<file path="config.mk">
export PLATFORM = sky130hd
export DESIGN_NAME = dino_jump_engine_flat
export DESIGN_NICKNAME = d
export VERILOG_FILES = /design/src/rtl/dino_jump_if.sv /design/src/rtl/dino_jump_engine.sv /design/src/flat_wrapper.sv
export SDC_FILE = /design/constraint.sdc
export NUM_CORES = 1
export LEC_CHECK = 0
export CORE_UTILIZATION = 52
export DETAILED_ROUTE_END_ITERATION = 6
export GPL_TIMING_DRIVEN = 0
export PLACE_DENSITY_LB_ADDON = 0.2
export REMOVE_ABC_BUFFERS = 1
export SYNTH_ARGS = -nofsm -noshare
export SYNTH_HDL_FRONTEND = slang
export SYNTH_SLANG_ARGS = --single-unit
</file>
<file path="constraint.sdc">
create_clock -name clk -period 3.2 [get_ports clk]
set_input_delay 0.48 -clock clk [delete_from_list [all_inputs] [get_ports clk]]
set_output_delay 0.48 -clock clk [all_outputs]
set_load 0.01 [all_outputs]
</file>
<file path="src/rtl/dino_jump_if.sv">
`default_nettype none
// ============================================================================
// Module   : dino_jump_if
// Purpose  : Bundles the frame-tick / control inputs and the sprite outputs
//            of the T-Rex jump engine.
// Ports    : frame_tick, jump, duck      (master -> slave)
//            y, state, airborne, ducking, landed (slave -> master)
// Revision : 1.0 - initial release
// ============================================================================
interface dino_jump_if #(
  parameter int Y_W = 11
);
  logic           frame_tick;
  logic           jump;
  logic           duck;
  logic [Y_W-1:0] y;
  logic [1:0]     state;
  logic           airborne;
  logic           ducking;
  logic           landed;

  modport master (
    output frame_tick, jump, duck,
    input  y, state, airborne, ducking, landed
  );

  modport slave (
    input  frame_tick, jump, duck,
    output y, state, airborne, ducking, landed
  );
endinterface
`default_nettype wire

</file>
<file path="src/rtl/dino_jump_engine.sv">
`default_nettype none
// ============================================================================
// Module   : dino_jump_engine
// Purpose  : Frame-stepped vertical physics and posture controller for the
//            T-Rex sprite. Updates happen only on frame_tick.
// Ports    : clk        - system clock
//            rst        - synchronous active-high reset
//            bus.slave  - frame_tick/jump/duck in; y/state/airborne/
//                         ducking/landed out (all outputs registered)
// Options  : DINO_DOUBLE_JUMP_EN - allows one extra jump while airborne
// Revision : 1.0 - initial release
// ============================================================================
module dino_jump_engine #(
  parameter int Y_W      = 11,
  parameter int GROUND_Y = 300,
  parameter int Y_MIN    = 0,
  parameter int V0       = 20,
  parameter int G        = 1,
  parameter int G_FAST   = 3,
  parameter int V_MAX    = 20
) (
  input  wire logic clk,
  input  wire logic rst,
  dino_jump_if.slave bus
);

  typedef enum logic [1:0] {
    ST_GROUND = 2'd0,
    ST_RISE   = 2'd1,
    ST_FALL   = 2'd2,
    ST_DUCK   = 2'd3
  } state_t;

  // Signed constants at the Y_W+2 working width so the comparisons against
  // a possibly negative position sum stay signed.
  localparam logic signed [Y_W+1:0] GROUND_S = (Y_W+2)'(GROUND_Y);
  localparam logic signed [Y_W+1:0] YMIN_S   = (Y_W+2)'(Y_MIN);
  localparam logic signed [Y_W+1:0] VMAX_S   = (Y_W+2)'(V_MAX);
  localparam logic signed [Y_W+1:0] G_S      = (Y_W+2)'(G);
  localparam logic signed [Y_W+1:0] GF_S     = (Y_W+2)'(G_FAST);
  localparam logic signed [Y_W:0]   VMAX_V   = (Y_W+1)'(V_MAX);
  localparam logic signed [Y_W:0]   VEL_JUMP = -((Y_W+1)'(V0));
  localparam logic [Y_W-1:0]        GROUND_Y_V = Y_W'(GROUND_Y);
  localparam logic [Y_W-1:0]        YMIN_Y_V   = Y_W'(Y_MIN);

  state_t                st;
  logic [Y_W-1:0]        y_r;
  logic signed [Y_W:0]   vel;
  logic                  jump_prev;
  logic                  jump_req;
  logic                  airborne_r;
  logic                  ducking_r;
  logic                  landed_r;
`ifdef DINO_DOUBLE_JUMP_EN
  logic                  air_jump_used;
  logic                  aju_nx;
`endif

  state_t                st_nx;
  logic [Y_W-1:0]        y_nx;
  logic signed [Y_W:0]   vel_nx;
  logic                  land_nx;
  logic                  airborne_nx;
  logic                  jump_rise;
  logic signed [Y_W+1:0] sum;
  logic signed [Y_W+1:0] vel_inc;

  assign jump_rise   = bus.jump & ~jump_prev;
  assign sum         = $signed({2'b00, y_r}) + $signed({vel[Y_W], vel});
  assign vel_inc     = $signed({vel[Y_W], vel}) + (bus.duck ? GF_S : G_S);
  assign airborne_nx = (st_nx == ST_RISE) || (st_nx == ST_FALL);

  always_comb begin
    st_nx   = st;
    y_nx    = y_r;
    vel_nx  = vel;
    land_nx = 1'b0;
`ifdef DINO_DOUBLE_JUMP_EN
    aju_nx  = air_jump_used;
`endif
    if (bus.frame_tick) begin
      case (st)
        ST_GROUND: begin
          // A pending jump beats a simultaneous duck.
          if (jump_req) begin
            vel_nx = VEL_JUMP;
            st_nx  = ST_RISE;
          end else if (bus.duck) begin
            st_nx = ST_DUCK;
          end
        end
        ST_DUCK: begin
          if (!bus.duck) st_nx = ST_GROUND;
        end
        default: begin
`ifdef DINO_DOUBLE_JUMP_EN
          if (jump_req && !air_jump_used) begin
            vel_nx = VEL_JUMP;
            st_nx  = ST_RISE;
            aju_nx = 1'b1;
          end else
`endif
          if (sum >= GROUND_S) begin
            y_nx    = GROUND_Y_V;
            vel_nx  = '0;
            st_nx   = ST_GROUND;
            land_nx = 1'b1;
`ifdef DINO_DOUBLE_JUMP_EN
            aju_nx  = 1'b0;
`endif
          end else begin
            if (sum < YMIN_S) y_nx = YMIN_Y_V;
            else              y_nx = sum[Y_W-1:0];
            // Terminal velocity saturation on the way down.
            vel_nx = (vel_inc > VMAX_S) ? VMAX_V : vel_inc[Y_W:0];
            if ((st == ST_RISE) && !vel_nx[Y_W]) st_nx = ST_FALL;
          end
        end
      endcase
    end
  end

  always_ff @(posedge clk) begin
    if (rst) begin
      st         <= ST_GROUND;
      y_r        <= GROUND_Y_V;
      vel        <= '0;
      jump_prev  <= 1'b0;
      jump_req   <= 1'b0;
      airborne_r <= 1'b0;
      ducking_r  <= 1'b0;
      landed_r   <= 1'b0;
`ifdef DINO_DOUBLE_JUMP_EN
      air_jump_used <= 1'b0;
`endif
    end else begin
      jump_prev  <= bus.jump;
      // Every tick consumes or drops the request; a new edge in the same
      // cycle still leaves it set.
      jump_req   <= jump_rise | (jump_req & ~bus.frame_tick);
      st         <= st_nx;
      y_r        <= y_nx;
      vel        <= vel_nx;
      airborne_r <= airborne_nx;
      ducking_r  <= (st_nx == ST_DUCK) | (airborne_nx & bus.duck);
      landed_r   <= land_nx;
`ifdef DINO_DOUBLE_JUMP_EN
      air_jump_used <= aju_nx;
`endif
    end
  end

  assign bus.y        = y_r;
  assign bus.state    = st;
  assign bus.airborne = airborne_r;
  assign bus.ducking  = ducking_r;
  assign bus.landed   = landed_r;

endmodule
`default_nettype wire
</file>
<file path="src/flat_wrapper.sv">
// flat-port wrapper written by rule: the top's interface ports become plain ports
module dino_jump_engine_flat 
#(
  parameter int Y_W      = 11,
  parameter int GROUND_Y = 300,
  parameter int Y_MIN    = 0,
  parameter int V0       = 20,
  parameter int G        = 1,
  parameter int G_FAST   = 3,
  parameter int V_MAX    = 20
)
  (clk, rst, bus_frame_tick, bus_jump, bus_duck, bus_y, bus_state, bus_airborne, bus_ducking, bus_landed);
  dino_jump_if #(.Y_W(Y_W)) bus_i ();
  input  wire logic clk;
  input  wire logic rst;
  input wire logic [$bits(bus_i.frame_tick)-1:0] bus_frame_tick;
  input wire logic [$bits(bus_i.jump)-1:0] bus_jump;
  input wire logic [$bits(bus_i.duck)-1:0] bus_duck;
  output wire logic [$bits(bus_i.y)-1:0] bus_y;
  output wire logic [$bits(bus_i.state)-1:0] bus_state;
  output wire logic [$bits(bus_i.airborne)-1:0] bus_airborne;
  output wire logic [$bits(bus_i.ducking)-1:0] bus_ducking;
  output wire logic [$bits(bus_i.landed)-1:0] bus_landed;
  assign bus_i.frame_tick = bus_frame_tick;
  assign bus_i.jump = bus_jump;
  assign bus_i.duck = bus_duck;
  assign bus_y = bus_i.y;
  assign bus_state = bus_i.state;
  assign bus_airborne = bus_i.airborne;
  assign bus_ducking = bus_i.ducking;
  assign bus_landed = bus_i.landed;
  dino_jump_engine #(.Y_W(Y_W), .GROUND_Y(GROUND_Y), .Y_MIN(Y_MIN), .V0(V0), .G(G), .G_FAST(G_FAST), .V_MAX(V_MAX)) u_core (.clk(clk), .rst(rst), .bus(bus_i));
endmodule
</file>
# Word-level counts from Yosys, hierarchy flattened

Cells that the tools add are included.

Latch bits: 0
Word-level logic and storage cells: 51
RAM bits: 0
Register bits after elaboration: 30
Output and inout port bits: 16
Memories: 0
Memory bits (read-only): 0
Bits of input ports: 5

Eq/ne operators: 6
Shift-type cells: 0
Order comparisons: 3
Reduce and logical (&&, ||, !) cells: 8
Multiply operators: 0
Mux-type cells: 15
Bitwise logic cells: 9
Add/subtract/negate cells: 2
Div/mod/pow operators: 0

Operators with widths:

| cell                   | number |
|---|---|
| $mux W12               | 3 |
| $pmux W12 S2           | 1 |
| $mux W11               | 2 |
| $mux W2                | 7 |
| $add A12 B12 Y13       | 1 |
| $add A12 B3 Y13        | 1 |
| $ge A13 B10 Y1 const B | 1 |
| $gt A13 B6 Y1 const B  | 1 |
| $lt A13 B1 Y1 const B  | 1 |
| $eq A2 B2 Y1 const B   | 3 |
| $eq A2 B1 Y1 const B   | 2 |
| $not A1 Y1             | 4 |
| $pmux W2 S2            | 1 |
| $reduce_or A4 Y1       | 1 |
| $and A1 B1 Y1          | 3 |
| $reduce_and A3 Y1      | 1 |
| $logic_not A2 Y1       | 1 |
| $ne A2 B1 Y1 const B   | 1 |
| $or A1 B1 Y1           | 2 |
| $reduce_and A2 Y1      | 1 |
| $reduce_or A2 Y1       | 1 |
| $logic_and A1 B1 Y1    | 1 |
| $logic_not A1 Y1       | 1 |
| $logic_or A1 B1 Y1     | 1 |
| $mux W1                | 1 |

# Depth between registers and ports, before layout

Depth in word-level cells: 14
Gate-level depth with buffers: 15
Gate-level depth less buffers: 14

# Least setup slack after synthesis

OpenSTA, ideal clock, no wires.

Path type: reg2reg
From: register u_core.vel[0]
To: register u_core.ducking_r, in the netlist u_core.bus.ducking
Setup slack: 0.030 ns
Buffers on the path: 1
Period minus slack after synthesis: 3.170 ns
Library setup time: 0.128 ns
Data arrival time: 3.042 ns
Stages on the path, launching flop included: 16
Data required time: 3.072 ns
Cell sequence: dfxtp_1 ha_1 inv_1 fa_1 nand2b_1 a21oi_1 a31oi_2 nand3b_1 a31o_2 and4_1 buf_4 nor2_1 a21oi_1 ha_1 a21oi_1 nor2_1

Cells in the longest elaborated chain, start to end: 13
Elaborated cells on any way between the ends: 17
Those cells by class: add/sub: 2; order compare: 2; eq/ne: 3; mux: 5; bitwise: 2; reduce/logical: 3

RTL lines:

| what                                         | line                    | RTL |
|---|---|---|
| start, declared                              | dino_jump_engine.sv:48  | `logic signed [Y_W:0] vel;` |
| start signal, assigned                       | dino_jump_engine.sv:143 | `vel <= vel_nx;` |
| $add A12 B3 Y13                              | dino_jump_engine.sv:70  | `assign vel_inc = $signed({vel[Y_W], vel}) + (bus.duck ? GF_S : G_S);` |
| $gt A13 B6 Y1                                | dino_jump_engine.sv:115 | `vel_nx = (vel_inc > VMAX_S) ? VMAX_V : vel_inc[Y_W:0];` |
| $mux W12                                     | dino_jump_engine.sv:115 |  |
| $logic_not A1 Y1                             | dino_jump_engine.sv:116 | `if ((st == ST_RISE) && !vel_nx[Y_W]) st_nx = ST_FALL;` |
| $logic_and A1 B1 Y1                          | dino_jump_engine.sv:116 |  |
| $mux W2                                      | dino_jump_engine.sv:116 |  |
| $mux W2 *                                    | dino_jump_engine.sv:103 | `if (sum >= GROUND_S) begin` |
| $pmux W2 S2 *                                | dino_jump_engine.sv:82  | `case (st)` |
| $mux W2 *                                    | dino_jump_engine.sv:81  | `if (bus.frame_tick) begin` |
| via u_core.st_nx[1]                          | dino_jump_engine.sv:59  | `state_t st_nx;` |
| $eq A2 B1 Y1 or $eq A2 B2 Y1 (tied branches) | dino_jump_engine.sv:71  | `assign airborne_nx = (st_nx == ST_RISE) \|\| (st_nx == ST_FALL);` |
| $logic_or A1 B1 Y1 *                         | dino_jump_engine.sv:71  |  |
| via u_core.airborne_nx                       | dino_jump_engine.sv:63  | `logic airborne_nx;` |
| $and A1 B1 Y1 *                              | dino_jump_engine.sv:145 | `ducking_r <= (st_nx == ST_DUCK) \| (airborne_nx & bus.duck);` |
| $or A1 B1 Y1 *                               | dino_jump_engine.sv:145 |  |
| end signal, assigned                         | dino_jump_engine.sv:145 |  |
| end, declared                                | dino_jump_engine.sv:52  | `logic ducking_r;` |

Mark *: on every way through the listed nets, which the timed path passes. The rest lies on a longest branch.
A chain may end at the register's enable or synchronous reset.

# Worst setup path in the final report

From: register u_core.vel[7]
To: register u_core.ducking_r, in the netlist u_core.bus.ducking

Same word-level chain as after synthesis.

==> flow_summary.yaml <==
layout:
  syn2layout_area_growth_pct: 20.4
  final_cells: 369
  drive_above_1_share_pct: 17.7
  diodes: 0
  fin_area_sq_um: 2840
  final_nets: 340
  final_util_pct: 65.3
logic_synthesis:
  synth_warnings: 0
  synth-edff-count: 0
  synth_area_leader_cell: "dfxtp_1"
  syn_inst: 297
  synth_fa_ha_area_share_pct: 10.7
  synth_seq_cells: 30
  synth_compound_area_share_pct: 29.0
  synth_cell_type_count: 65
  ys_seq_area_share_pct: 25.5
  netlist_top_cells_area: "dfxtp_1 25%, ha_1 9.0%, a21oi_1 5.3%"
  synth_top_area_share_pct: 25.5
  synth_top_family_by_area: "compound AO/OA/AOI/OAI gates"
  synth_xor_area_share_pct: 2.23
  async_flop_share_pct: 0
  synth.mux.area_fraction_pct: 1.33
  synth_area_sq_um: 2360
  synth_ff_type: "dfxtp_1"
  synthSimpleGateAreaFrac_pct: 26.4
  avgSynthCellArea_sq_um: 7.95
setup_path:
  critPathKind: "reg2reg"
  arrival_ns: 3.22
  path_max_fanout: 8
  startpoint: "u_core.vel[7]$_SDFFE_PP0P_"
  crit_chain: "ha_2 -> and3_1 -> a221o_1 -> a31oi_4 -> xnor2_2 -> o21bai_2 -> and4_4 -> nor2_4 -> a21oi_1 -> ha_1 -> a21oi_1 -> nor2_1"
  cp-end-kind: "flip-flop"
  path_delay_family: "compound AO/OA/AOI/OAI gates"
  critPathRequiredTime_ns: 3.33
  worstReg2RegStart: "u_core.vel[7]$_SDFFE_PP0P_"
  cpMostUsedCell: "a21oi_1"
  path_buf_inv: 0
  cp_slowest_cell: "dfxtp_2"
  critPathLaunchType: "flip-flop"
  critPathMaxStageDelay_ns: 0.41
placement:
  pre_cts_slack_ns: -0.534
  portBuffers: 20
  dpl.hpwl_microns: 4110
  place_area_sq_um: 2560
  gp_congestion: 0.860
  dp.cells: 355
timing:
  hold_viol: 0
  relSlewSlack_pct: 21.3
  worst_slack_ns: 0.115
  setup_tns_ns: 0
  setup_violations: 0
  worst_pin_slew_ns: 1.18
  hold_ws_ns: 0.483
  final.min_clock_period_ns: 3.08
  finalClockSkew_ns: 0.00592
  max_freq_mhz: 324
  finalMaxSlewViolations: 0
  fin_crit_sh_pct: 96.4
clocking:
  clkSinkCount: 30
  cts_buffer_depth: 2
  numCtsBuffers: 5
  cts_max_level: 2
  path_clk_slew_ns: 0.07
  tritoncts: "built"
  insertion_delay_ns: 0.29
  ctsHoldBuffers: 0
  cts_root_buf: "clkbuf_8"
job:
  max_cap_violations: 0
routing:
  wirelength_microns: 6220
  route.detailed.drc: 0
  wl_per_cell_microns: 16.8
  vias: 2343
  drtAntennaViolNets: 0
  firstDrtPassIters: 4
  dr.first_iter.drc_count: 265
  vias_per_cell: 6.35
global_route:
  grt_overflow: 0
  grt_use_total_pct: 26.0
  grt_pass1_vias: 2115
  grt_pass1_wl_microns: 10100
  grt_max_degree: 29
  antenna_found_initial: 0
floorplan:
  die_h_microns: 69.4
  num_io_pins: 21
  row_count: 24
  core_sq_um: 4350
  dieArea_sq_um: 4810
  start_util_pct: 54.2
  die_w_microns: 69.4
worst_hold_path:
  hold_class: "reg2reg"
  hold_start: "u_core.jump_prev$_SDFF_PP0_"
pwr:
  ir_drop_uv: 532
  power_mw: 2.93
  leakage_nw: 1.07
  power.density_nw_per_um2: 1030
status:
  status: "completed"
[cell families (layout without fill, tap and decap cells)]
group | Yosys count | after routing
fa+ha+maj | 19 | 19
mux | 3 | 3
xor+xnor | 6 | 6
compound gates | 96 | 96
buf+inv | 28 | 48
flops | 30 | 30
simple gates | 115 | 115
[final timing paths]
check,end,slack (ns),depth (start not counted)
worst min register to register,u_core.jump_req$_SDFF_PP0_,0.48,2
worst max-delay path,u_core.bus.ducking$_SDFF_PP0_,0.12,12
worst min-delay path,u_core.jump_req$_SDFF_PP0_,0.48,2
worst max register to register,u_core.bus.ducking$_SDFF_PP0_,0.12,12
[cell type report]
type | instances | area (sq um)
clock inverter | 2 | 12.5
timing repair buffer | 26 | 248
sequential | 30 | 614
clock buffer | 6 | 82.6
fill | 361 | 1510
multi-input combinational | 239 | 1770
inverter | 14 | 52.6
tap | 52 | 65.1
[synth_stat cells (3+ instances only)]
| master | n |
|---|---|
| o211ai_1 | 3 |
| nor3_1 | 5 |
| a31oi_1 | 3 |
| a211oi_1 | 7 |
| o22ai_1 | 3 |
| nand2_1 | 25 |
| nand3b_1 | 4 |
| a2bb2oi_1 | 6 |
| buf_2 | 5 |
| xnor2_1 | 3 |
| inv_1 | 14 |
| or2_2 | 3 |
| nor3b_1 | 3 |
| dfxtp_1 | 30 |
| and3_1 | 6 |
| nor2_1 | 27 |
| nand2b_1 | 9 |
| nand3_1 | 5 |
| o221ai_1 | 4 |
| a21oi_1 | 25 |
| a221o_1 | 3 |
| xor2_1 | 3 |
| ha_1 | 17 |
| nor2b_1 | 7 |
| o21ai_0 | 15 |
| nand4_1 | 5 |
| clkbuf_1 | 5 |
| nor4_1 | 3 |
| and2_1 | 3 |
[layer usage]
layer,GRT usage [%],routed length (microns),vias up
met2,42.7,2900,96
met5,0,0,-
met1,34.9,2700,1094
met3,4.36,496,14
li1,-,-,1139
met4,7.26,117,0
[worst register-to-register path, delay by kind of cell, from the launching register on]
family                     cells  cell delay (ns)
DFF                            1             0.41
adders and majority gates      2             0.67
AOI/OAI and AO/OA              5             1.06
and+or+nand+nor                4             0.65
xor gates and xnor gates       1             0.14
[where the power goes]
part	switching, mW	internal [mW]	leakage (nW)	total [mW]
Sequential	0.171	0.488	0.249	0.659
Clock	0.156	0.173	0.0472	0.328
Combinational	1.10	0.848	0.770	1.95
Total	1.42	1.51	1.07	2.93
[state kept, by name (all words and copies together) (netlist names)]
register	cells
u_core.bus.state	2
u_core.jump_prev	1
u_core.bus.airborne	1
u_core.bus.landed	1
u_core.vel	12
u_core.bus.y	11
u_core.bus.ducking	1
u_core.jump_req	1
[layout by cell type, fill, tap and decap left out, drive strengths merged, types with 7 or more instances in the layout]
master,instances
a211oi,8
o21ai,17
nand2,25
nand2b,9
clkdlybuf4s50,19
a21oi,25
ha,17
dfxtp,30
nor2,27
inv,14
nor2b,7
[what timing repair did]
| item | CTS | global route |
|---|---|---|
| setup buffers | 3 | 3 |
| gates resized for setup | 17 | 21 |
| pin swaps | 3 | 5 |
| setup endpoints to repair | 18 | 12 |
No activity file was read; power rests on OpenSTA's default activity.
